[config.mk]
export PLATFORM = sky130hd
export DESIGN_NAME = vga_sync_decoder
export DESIGN_NICKNAME = d
export VERILOG_FILES = /design/src/rtl/vga_sync_decoder.sv
export SDC_FILE = /design/constraint.sdc
export NUM_CORES = 1
export LEC_CHECK = 0
export BUFFER_PORTS_ARGS = -buffer_cell sky130_fd_sc_hd__buf_2
export CAP_MARGIN = 20
export CORE_ASPECT_RATIO = 0.75
export CORE_UTILIZATION = 45
export DETAILED_ROUTE_END_ITERATION = 8
export GPL_ROUTABILITY_DRIVEN = 0
export GPL_TIMING_DRIVEN = 1
export MAX_ROUTING_LAYER = met4
export PLACE_DENSITY = 0.71
export SETUP_SLACK_MARGIN = 0.2
export SLEW_MARGIN = 20
export SYNTH_ARGS = -nofsm -noshare
export SYNTH_HDL_FRONTEND = slang
export SYNTH_SLANG_ARGS = --single-unit
[constraint.sdc]
create_clock -name vga_clk -period 3.3 [get_ports vga_clk]
set_input_delay 0.33 -clock vga_clk [delete_from_list [all_inputs] [get_ports vga_clk]]
set_output_delay 0.33 -clock vga_clk [all_outputs]
set_load 0.05 [all_outputs]
[src/rtl/vga_sync_decoder.sv]
// vga_sync_decoder: receive-side VGA timing decoder.
// Recovers per-pixel row/col from active-low hs/vs and active-high blank_n,
// and tracks lock against an H_ACTIVE x V_ACTIVE raster.
// Optional feature macro: VS_WATCHDOG_EN (drops lock when vs stops toggling).
// All outputs are registered and follow the inputs by one clock.
module vga_sync_decoder #(
  parameter int H_ACTIVE    = 640,
  parameter int V_ACTIVE    = 480,
  parameter int LOCK_FRAMES = 2
`ifdef VS_WATCHDOG_EN
  ,
  parameter int WDOG_CYCLES = 840000
`endif
) (
  input  logic       vga_clk,
  input  logic       reset,
  input  logic       hs,
  input  logic       vs,
  input  logic       blank_n,
  output logic [8:0] row,
  output logic [9:0] col,
  output logic       pix_valid,
  output logic       frame_start,
  output logic       locked,
  output logic [7:0] err_count
);

  localparam logic [9:0] H_MAX  = 10'(H_ACTIVE);
  localparam logic [8:0] V_MAX  = 9'(V_ACTIVE);
  localparam logic [3:0] LOCK_N = 4'(LOCK_FRAMES);

  typedef enum logic [1:0] {
    ST_SEARCH  = 2'd0,
    ST_MEASURE = 2'd1,
    ST_LOCKED  = 2'd2
  } state_t;

  state_t     state, state_nx;
  logic [3:0] good_cnt, good_nx;
  logic       prev_hs, prev_vs, prev_blank;
  logic [9:0] pix_cnt, pix_cur, pix_nx;
  logic [8:0] line_cnt, line_cur, line_nx;
  logic       frame_bad, frame_bad_nx;
  logic       hs_fall, vs_fall, blank_fall;
  logic       overflow, line_bad, frame_good;
  logic       err_inc;
  logic       wdog_hit;

  // Edge detection, per-line/per-frame counter next values and raster error flags.
  always_comb begin
    hs_fall    = prev_hs & ~hs;
    vs_fall    = prev_vs & ~vs;
    blank_fall = prev_blank & ~blank_n;

    // hs/vs falling edges restart the counters in the very cycle they occur
    if (hs_fall) begin
      pix_cur = 10'd0;
    end else begin
      pix_cur = pix_cnt;
    end
    if (vs_fall) begin
      line_cur = 9'd0;
    end else begin
      line_cur = line_cnt;
    end

    overflow   = blank_n & (pix_cur == H_MAX);
    line_bad   = blank_fall & (pix_cnt != H_MAX);
    frame_good = ~frame_bad & (line_cnt == V_MAX);

    if (!blank_n) begin
      pix_nx = pix_cur;
    end else if (overflow) begin
      pix_nx = H_MAX;
    end else begin
      pix_nx = pix_cur + 10'd1;
    end

    if (vs_fall) begin
      line_nx = 9'd0;
    end else if (blank_fall && (line_cnt != 9'h1FF)) begin
      line_nx = line_cnt + 9'd1;
    end else begin
      line_nx = line_cnt;
    end

    // a frame's error history ends at vs_fall; an overflow in that cycle belongs to the new frame
    if (vs_fall) begin
      frame_bad_nx = overflow;
    end else begin
      frame_bad_nx = frame_bad | overflow | line_bad;
    end
  end

`ifdef VS_WATCHDOG_EN
  localparam logic [19:0] WDOG_MAX = 20'(WDOG_CYCLES);
  logic [19:0] wdog_cnt;

  assign wdog_hit = (wdog_cnt >= WDOG_MAX);

  // Watchdog: clocks since the last vs falling edge, saturating, cleared when it fires.
  always_ff @(posedge vga_clk) begin
    if (reset) begin
      wdog_cnt <= 20'd0;
    end else if (vs_fall || (wdog_hit && (state != ST_SEARCH))) begin
      wdog_cnt <= 20'd0;
    end else if (wdog_cnt != 20'hFFFFF) begin
      wdog_cnt <= wdog_cnt + 20'd1;
    end else begin
      wdog_cnt <= wdog_cnt;
    end
  end
`else
  assign wdog_hit = 1'b0;
`endif

  // Lock FSM next-state: partial first frame is skipped, LOCK_FRAMES good frames lock.
  always_comb begin
    state_nx = state;
    good_nx  = good_cnt;
    err_inc  = 1'b0;
    case (state)
      ST_SEARCH: begin
        if (vs_fall) begin
          state_nx = ST_MEASURE;
          good_nx  = 4'd0;
        end else begin
          state_nx = ST_SEARCH;
        end
      end
      ST_MEASURE: begin
        if (vs_fall) begin
          if (frame_good) begin
            if ((good_cnt + 4'd1) == LOCK_N) begin
              state_nx = ST_LOCKED;
              good_nx  = 4'd0;
            end else begin
              good_nx = good_cnt + 4'd1;
            end
          end else begin
            good_nx = 4'd0;
          end
        end else if (wdog_hit) begin
          state_nx = ST_SEARCH;
          good_nx  = 4'd0;
        end else begin
          state_nx = ST_MEASURE;
        end
      end
      ST_LOCKED: begin
        // overflow drops lock at once; the rest of that frame is not judged again
        if (overflow) begin
          state_nx = ST_SEARCH;
          err_inc  = 1'b1;
        end else if (vs_fall) begin
          if (!frame_good) begin
            state_nx = ST_SEARCH;
            err_inc  = 1'b1;
          end else begin
            state_nx = ST_LOCKED;
          end
        end else if (wdog_hit) begin
          state_nx = ST_SEARCH;
          err_inc  = 1'b1;
        end else begin
          state_nx = ST_LOCKED;
        end
      end
      default: begin
        state_nx = ST_SEARCH;
        good_nx  = 4'd0;
      end
    endcase
  end

  // FSM state register.
  always_ff @(posedge vga_clk) begin
    if (reset) begin
      state    <= ST_SEARCH;
      good_cnt <= 4'd0;
    end else begin
      state    <= state_nx;
      good_cnt <= good_nx;
    end
  end

  // Input history and raster counters.
  always_ff @(posedge vga_clk) begin
    if (reset) begin
      prev_hs    <= 1'b1;
      prev_vs    <= 1'b1;
      prev_blank <= 1'b0;
      pix_cnt    <= 10'd0;
      line_cnt   <= 9'd0;
      frame_bad  <= 1'b0;
    end else begin
      prev_hs    <= hs;
      prev_vs    <= vs;
      prev_blank <= blank_n;
      pix_cnt    <= pix_nx;
      line_cnt   <= line_nx;
      frame_bad  <= frame_bad_nx;
    end
  end

  // Registered outputs: coordinates of the sampled pixel, status and error counter.
  always_ff @(posedge vga_clk) begin
    if (reset) begin
      row         <= 9'd0;
      col         <= 10'd0;
      pix_valid   <= 1'b0;
      frame_start <= 1'b0;
      locked      <= 1'b0;
      err_count   <= 8'd0;
    end else begin
      row         <= line_cur;
      col         <= pix_cur;
      pix_valid   <= blank_n & locked;
      frame_start <= vs_fall;
      locked      <= (state_nx == ST_LOCKED);
      if (err_inc && (err_count != 8'hFF)) begin
        err_count <= err_count + 8'd1;
      end else begin
        err_count <= err_count;
      end
    end
  end

endmodule

==> impl_metrics.env, run 1 <==
export IMPL_route_detailed_drc=0
export IMPL_tritoncts="done"
export IMPL_synth_edf_count=0
export IMPL_path_max_fanout=13
export IMPL_status="finished, final reports clean"
export IMPL_fp_coreArea_um2=5065
export IMPL_final_min_clock_period_ns=2.108
export IMPL_static_leakage_nw=1.197
export IMPL_tritoncts_num_buffers=9
export IMPL_setup_crit_start="prev_hs"
export IMPL_fin_cells=381
export IMPL_post_synthesis_share_of_cell_area_spent_on_full_adders_half_adders_and_majority_gates=0.04069
export IMPL_diodes_inserted=0
export IMPL_clock_insertion_delay_worst_skew_ns=0.34
export IMPL_placementRows=22
export IMPL_slew_viol_final=0
export IMPL_path_clk_slew_ns=0.06
export IMPL_route_final_wire_length_um=4403
export IMPL_synth_top_family_by_area="simple AND/OR/NAND/NOR gates"
export IMPL_multiplexer_share_of_the_synthesized_area=0.008138
export IMPL_die_width_um=87.37
export IMPL_postLayoutCellArea_um2=2883
export IMPL_postRouteAntennaNets=0
export IMPL_numPlacedInstances=365
export IMPL_yosysTopAreaCell="sky130_fd_sc_hd__dfxtp_1"
export IMPL_global_route_usage_total=0.1814
export IMPL_pin_count_of_the_biggest_net_entering_global_routing=30
export IMPL_worstHoldPathType="in -> reg"
export IMPL_unrepaired_setup_endpoints_after_global_routing="no"
export IMPL_grt_pass1_wl_um=7548
export IMPL_first_iter_violations=100
export IMPL_holdBufCountCts=0
export IMPL_synth_async_sr_flop_share=0
export IMPL_synth_ff_type="sky130_fd_sc_hd__dfxtp_1"
export IMPL_portion_of_the_post_synthesis_area_used_by_sequential_elements=0.4802
export IMPL_antenna_violations_before_repair=0
export IMPL_routed_length_per_instance_um=11.56
export IMPL_worst_setup_path_type="reg -> reg"
export IMPL_finish_net_count=317
export IMPL_worst_setup_path_end_kind="flip-flop"
export IMPL_die_area_um2=5769
export IMPL_fraction_of_the_mapped_netlist_area_in_simple_logic_gates=0.2838
export IMPL_cts_root_buf="sky130_fd_sc_hd__clkbuf_8"
export IMPL_cts_sinks=59
export IMPL_post_cts_repair_setup_buffers=0
export IMPL_count_of_fill_cells_added_during_filler_insertion=515
export IMPL_cts_repair_resized=0
export IMPL_finalSetupViolations=0
export IMPL_drt_first_pass_iters=4
export IMPL_synth_area_leaders="sky130_fd_sc_hd__dfxtp_1 (48%), sky130_fd_sc_hd__nor2_1 (5.8%), sky130_fd_sc_hd__and2_1 (4.8%), sky130_fd_sc_hd__xor2_1 (4.3%), sky130_fd_sc_hd__ha_1 (4.1%)"
export IMPL_place_detailed_hpwl_um=3116
export IMPL_synthDistinctLibCells=42
export IMPL_power_density_cells_nw_per_um2=489.7
export IMPL_num_io_pins=35
export IMPL_max_cap_violations=0
export IMPL_floorplan_initialDensity=0.4857
export IMPL_yosysWarnings=0
export IMPL_post_synth_inst_count=265
export IMPL_worst_ir_drop_vdd_v=0.0002594
export IMPL_timing_max_slew_rel_slack=0.6299
export IMPL_timing_critical_path_arrival_ns=2.32
export IMPL_postPlaceCellArea_um2=2689
export IMPL_syn_cell_area_um2=2460
export IMPL_layout_area_overhead_vs_synth_pct=17.19
export IMPL_chipHeight_um=66.03
export IMPL_compound_gate_portion_of_the_synthesized_area=0.08393
export IMPL_synth_avg_cell_area_um2=9.282
export IMPL_synth_most_common_cell="sky130_fd_sc_hd__dfxtp_1"
export IMPL_clk_path_buf_depth=2
export IMPL_hold_path_startpoint="hs"
export IMPL_worstMarginPinSlew_ns=0.5527
export IMPL_min_period_over_period=0.6387
export IMPL_drive_gt1_frac=0.1942
export IMPL_via_count_of_the_first_global_routing_pass=1666
export IMPL_critical_path_required_ns=3.51
export IMPL_place_port_buffers=34
export IMPL_vias=1848
export IMPL_syn_nets=278
export IMPL_globalRoute_totalOverflow=0
export IMPL_ys_ff_latch=59
export IMPL_final_worst_clock_skew_ns=0.009546
export IMPL_post_drt_via_cell_ratio=4.850
export IMPL_h_tree_levels=3
export IMPL_worstSetupStartpointType="flip-flop"
export IMPL_hold_ws_ns=0.2073
export IMPL_ranking_of_synthesized_cells_by_instance_count="sky130_fd_sc_hd__dfxtp_1 (59), sky130_fd_sc_hd__nor2_1 (38), sky130_fd_sc_hd__nand2_1 (24)"
export IMPL_timing_final_hold_violations=0
export IMPL_synthDominantCellAreaShare=0.4802
export IMPL_achievable_frequency_mhz=474.5
export IMPL_timing_rr_start="prev_hs"
export IMPL_totalNegativeSetupSlack_ns=0
export IMPL_post_synth_xor_area_fraction=0.07833
metal layers:
metal,wire length [um],share of wire,track usage,vias up
met5,0,0,-,-
met4,51,0.012,0.07377,0
met3,242,0.055,0.07615,5
met2,1767,0.40,0.2461,40
met1,2341,0.53,0.2359,832
li1,-,-,-,971
critical path: stages, from the launching register on:
cell	delay (ns)
sky130_fd_sc_hd__dfxtp_1	0.33
sky130_fd_sc_hd__nand2b_1	0.19
sky130_fd_sc_hd__nand2_1	0.23
sky130_fd_sc_hd__ha_1	0.17
sky130_fd_sc_hd__and2_1	0.16
sky130_fd_sc_hd__nand4_4	0.25
sky130_fd_sc_hd__a2111oi_4	0.44
sky130_fd_sc_hd__xnor2_1	0.16
sky130_fd_sc_hd__nor2_1	0.05
cell families (layout without fill, tap and decap cells):
family,count (synthesis),in the layout
compound gates,28,28
xor+xnor,22,22
fa+ha+maj,8,8
buf+inv,14,58
flops,59,59
mux,2,2
simple gates,132,132
cells in the final DEF (no fill, tap or decap), types with 2 or more instances in the layout:
| cell type | netlist | final |
|---|---|---|
| sky130_fd_sc_hd__a31oi_1 | 2 | 2 |
| sky130_fd_sc_hd__and3_1 | 6 | 6 |
| sky130_fd_sc_hd__mux2i_1 | 2 | 2 |
| sky130_fd_sc_hd__nor2_1 | 38 | 38 |
| sky130_fd_sc_hd__o21ai_1 | 3 | 3 |
| sky130_fd_sc_hd__nand2_1 | 24 | 24 |
| sky130_fd_sc_hd__nand3_1 | 12 | 12 |
| sky130_fd_sc_hd__xor2_1 | 12 | 12 |
| sky130_fd_sc_hd__and2_1 | 19 | 19 |
| sky130_fd_sc_hd__a21oi_1 | 8 | 8 |
| sky130_fd_sc_hd__buf_2 | 1 | 34 |
| sky130_fd_sc_hd__nor3_1 | 8 | 8 |
| sky130_fd_sc_hd__a211oi_2 | 3 | 3 |
| sky130_fd_sc_hd__or2_2 | 2 | 2 |
| sky130_fd_sc_hd__dfxtp_1 | 59 | 59 |
| sky130_fd_sc_hd__inv_1 | 7 | 7 |
| sky130_fd_sc_hd__o21ai_0 | 4 | 4 |
| sky130_fd_sc_hd__nor2b_1 | 4 | 4 |
| sky130_fd_sc_hd__clkinv_2 | 0 | 3 |
| sky130_fd_sc_hd__clkbuf_8 | 0 | 10 |
| sky130_fd_sc_hd__ha_1 | 8 | 8 |
| sky130_fd_sc_hd__nand4_1 | 5 | 5 |
| sky130_fd_sc_hd__nand2b_1 | 4 | 4 |
| sky130_fd_sc_hd__xnor2_1 | 10 | 10 |
| sky130_fd_sc_hd__nor3b_1 | 2 | 2 |
power breakdown:
group	internal (mW)	leakage, nW	switching (mW)	total (mW)
clock	0.365	0.0991	0.273	0.638
combinational	0.0139	0.621	0.0372	0.0512
sequential	0.719	0.477	0.00394	0.723
total	1.10	1.20	0.314	1.41
flip-flops by register name, indices dropped and copies added, names as in the netlist, 2 cells and up:
register / count
good_cnt: 4
state: 2
row: 9
line_cnt: 9
col: 10
err_count: 8
pix_cnt: 10
final cells by class:
type / count / area (um^2) / share of cell area
well taps: 72 / 90.09 / 0.03125
clock buffers: 11 / 141.4 / 0.04905
repair buffers: 34 / 170.2 / 0.05903
clock inverters: 5 / 52.55 / 0.01823
flip-flops and latches: 59 / 1181 / 0.4097
inverters: 8 / 30.03 / 0.01042
multi-input cells: 192 / 1217 / 0.4223
stage by stage:
| stage | total power, mW | utilization | setup slack (ns) |
|---|---|---|---|
| 6_report | 1.412 | 0.5692 | 1.192 |
| 4_1_cts | 1.429 | 0.5692 | 1.172 |
| 3_5_place_dp | 0.7898 | 0.5309 | 0.9831 |
| 3_3_place_gp | 0.7892 | 0.5309 | 1.049 |
| 2_1_floorplan | 0.7769 | - | 1.406 |
| 5_1_grt | 1.474 | 0.5692 | 0.9754 |
final timing paths:
check	endpoint	slack, ns	depth (start not counted)
max	err_count[6]	1.19	8
min	prev_hs	0.21	2
max reg2reg	err_count[6]	1.19	8
min reg2reg	pix_valid	0.45	1
No activity file was read; power rests on OpenSTA's default activity.
==> run 2, diff against run 1 <==
--- a/config.mk
+++ b/config.mk
@@ -13,7 +13,7 @@
 export GPL_ROUTABILITY_DRIVEN = 0
 export GPL_TIMING_DRIVEN = 1
 export MAX_ROUTING_LAYER = met4
-export PLACE_DENSITY = 0.71
+export PLACE_DENSITY = 0.74
 export SETUP_SLACK_MARGIN = 0.2
 export SLEW_MARGIN = 20
 export SYNTH_ARGS = -nofsm -noshare
==> constraint.sdc (replaced) <==
create_clock -name vga_clk -period 1.7 [get_ports vga_clk]
set_input_delay 0.17 -clock vga_clk [delete_from_list [all_inputs] [get_ports vga_clk]]
set_output_delay 0.17 -clock vga_clk [all_outputs]
set_load 0.05 [all_outputs]
==> run 2 against run 1 <==
The run now ends with negative setup slack left. Combinational power rose to 3.8 times the previous value. Sequential share of layout area down 7.9 points. Flip-flop and latch count unchanged. Sequential power up 94%. Power up 88%. Clock power up 66%. Die area unchanged. Fmax up 21%. Cell count up 13%. Clock skew up 0.0012 ns. Setup slack worse by 1.2 ns. Via count up 17%.
==> impl_metrics.env, run 2 (synthesis results as in run 1) <==
export IMPL_max_cap_violations=0
export IMPL_timing_final_hold_violations=0
export IMPL_die_width_um=87.37
export IMPL_drive_gt1_frac=0.4791
export IMPL_path_clk_slew_ns=0.07
export IMPL_cts_sinks=59
export IMPL_cp_slowest_stage_delay_ns=0.43
export IMPL_unrepaired_setup_endpoints_after_global_routing="yes"
export IMPL_fin_cells=431
export IMPL_share_seq_of_total_power=0.527
export IMPL_timing_max_slew_rel_slack=0.6802
export IMPL_finalSetupViolations=6
export IMPL_totalNegativeSetupSlack_ns=-0.1984
export IMPL_finish_net_count=368
export IMPL_worst_ir_drop_vdd_v=0.0005534
export IMPL_tritoncts_num_buffers=9
export IMPL_final_worst_clock_skew_ns=0.01077
export IMPL_h_tree_levels=3
export IMPL_achievable_frequency_mhz=572.9
export IMPL_routed_length_per_instance_um=15.03
export IMPL_min_period_over_period=1.027
export IMPL_worst_reg_to_reg_path_cell_count=8
export IMPL_global_route_usage_total=0.2336
export IMPL_most_common_layout_cells="sky130_fd_sc_hd__dfxtp_1 (45), sky130_fd_sc_hd__buf_4 (37), sky130_fd_sc_hd__buf_2 (34)"
export IMPL_grt_pass1_wl_um=9735
export IMPL_num_io_pins=35
export IMPL_timing_hold_worst_endpoint="prev_vs"
export IMPL_layout_commonest_cell="sky130_fd_sc_hd__dfxtp_1"
export IMPL_failed_checks="negative setup slack"
export IMPL_tritoncts="done"
export IMPL_hold_path_startpoint="vs"
export IMPL_diodes_inserted=0
export IMPL_critical_path_required_ns=1.97
export IMPL_drt_first_pass_iters=4
export IMPL_final_min_clock_period_ns=1.746
export IMPL_fin_util=0.7223
export IMPL_worstSetupStartpointType="flip-flop"
export IMPL_power_share_clock=0.400
export IMPL_clk_path_buf_depth=2
export IMPL_p_switching_mw=0.6669
export IMPL_place_detailed_hpwl_um=3636
export IMPL_die_area_um2=5769
export IMPL_path_max_fanout=5
export IMPL_largest_registers="col: 10 flops, pix_cnt: 10 flops"
export IMPL_first_iter_violations=128
export IMPL_static_leakage_nw=1.511
export IMPL_postRouteAntennaNets=0
export IMPL_timing_rr_start="line_cnt[0]"
export IMPL_reg2reg_setup_slack_ns=-0.05
export IMPL_pin_count_of_the_biggest_net_entering_global_routing=17
export IMPL_place_port_buffers=34
export IMPL_worstMarginPinSlew_ns=0.4797
export IMPL_via_count_of_the_first_global_routing_pass=2055
export IMPL_post_drt_via_cell_ratio=5.019
export IMPL_internal_power_mw=1.989
export IMPL_report_power_total_mw=2.656
export IMPL_vias=2163
export IMPL_combPwrFrac=0.073
export IMPL_postLayoutCellArea_um2=3659
export IMPL_floorplan_initialDensity=0.4857
export IMPL_holdPathStages=2
export IMPL_fp_coreArea_um2=5065
export IMPL_chipHeight_um=66.03
export IMPL_cell_by_cell_listing_of_the_critical_path="inv_4 -> ha_4 -> and4b_1 -> buf_4 -> buf_6 -> nand3_4 -> or3_4 -> o21ai_2"
export IMPL_postPlaceCellArea_um2=2969
export IMPL_route_final_wire_length_um=6480
export IMPL_globalRoute_totalOverflow=0
export IMPL_slowest_stage="sky130_fd_sc_hd__or3_4"
export IMPL_slew_viol_final=0
export IMPL_cts_root_buf="sky130_fd_sc_hd__clkbuf_8"
export IMPL_power_density_cells_nw_per_um2=725.9
export IMPL_numPlacedInstances=388
export IMPL_layout_area_overhead_vs_synth_pct=48.73
export IMPL_worstHoldPathType="in -> reg"
export IMPL_timing_critical_path_arrival_ns=2.02
export IMPL_status="finished with violations"
export IMPL_power_share_switching=0.2511
export IMPL_worst_setup_path_type="reg -> reg"
export IMPL_holdBufCountCts=0
export IMPL_setup_slack_ns=-0.04562
export IMPL_clock_insertion_delay_worst_skew_ns=0.34
export IMPL_antenna_violations_before_repair=0
export IMPL_worst_setup_path_end_kind="flip-flop"
export IMPL_worstReg2RegEnd="good_cnt[1]"
export IMPL_route_detailed_drc=0
export IMPL_placementRows=22
[run 2: cell count changes in the layout (fill, tap and decap cells not counted), moves of 8 or more]
| cell | before | now |
|---|---|---|
| sky130_fd_sc_hd__buf_6 | 0 | 13 |
| sky130_fd_sc_hd__buf_4 | 0 | 37 |
| sky130_fd_sc_hd__dfxtp_2 | 0 | 10 |
| sky130_fd_sc_hd__dfxtp_1 | 59 | 45 |
| sky130_fd_sc_hd__nand2_1 | 24 | 16 |
[run 2: layout make-up]
type / instances / area [um^2]
clock buffer: 10 / 127.6
clock inverter: 5 / 31.28
fill: 384 / 1406
inverter: 8 / 42.54
multi-input combinational: 192 / 1549
sequential: 59 / 1209
tap: 72 / 90.09
timing repair buffer: 85 / 609.3
[run 2: power by group through the flow]
stage | registers [mW] | logic, mW | clock network (mW)
floorplan | 1.44 | 0.0755 | 0
global placement | 1.43 | 0.123 | 0
detailed placement | 1.43 | 0.125 | 0
CTS | 1.40 | 0.158 | 1.08
global route | 1.40 | 0.206 | 1.16
finish | 1.40 | 0.193 | 1.06
[run 2: how the worst max path moves through the flow]
stage	start	to	slack [ns]	depth (start not counted)
detailed placement	hs	err_count[5]	-0.009	10
CTS	line_cnt[0]	err_count[6]	0.005	7
finish	line_cnt[0]	good_cnt[1]	-0.05	8
floorplan	line_cnt[4]	line_cnt[7]	0.007	9
global placement	line_cnt[1]	err_count[1]	0.02	7
global route	line_cnt[1]	line_cnt[7]	-0.12	9
[run 2: repair_timing]
item | 4_1_cts | 5_1_grt
hold endpoints to repair | 0 | 0
gates resized for setup | 32 | 41
pin swaps | 23 | 35
endpoints found under the setup margin | 24 | 32
setup buffers | 19 | 9
[run 2: critical path, delay by kind of cell (launching register included)]
kind	cells	cell delay, ns
and+or+nand+nor	3	0.79
DFF	1	0.37
buffers and inverters	3	0.29
adders and majority gates	1	0.12
AOI/OAI and AO/OA	1	0.11
[run 2: metal layers]
metal | track usage | share of wire
met4 | 0.08811 | 0.023
met5 | - | 0
met2 | 0.3486 | 0.48
met3 | 0.08739 | 0.044
met1 | 0.2881 | 0.45
[run 2: stage by stage]
stage | worst slack [ns] | hold slack, ns
2_1_floorplan | 0.006878 | 0.2765
3_3_place_gp | 0.02365 | 0.3845
3_5_place_dp | -0.009151 | 0.3911
4_1_cts | 0.005447 | 0.03005
5_1_grt | -0.1203 | 0.03425
6_report | -0.04562 | 0.04038
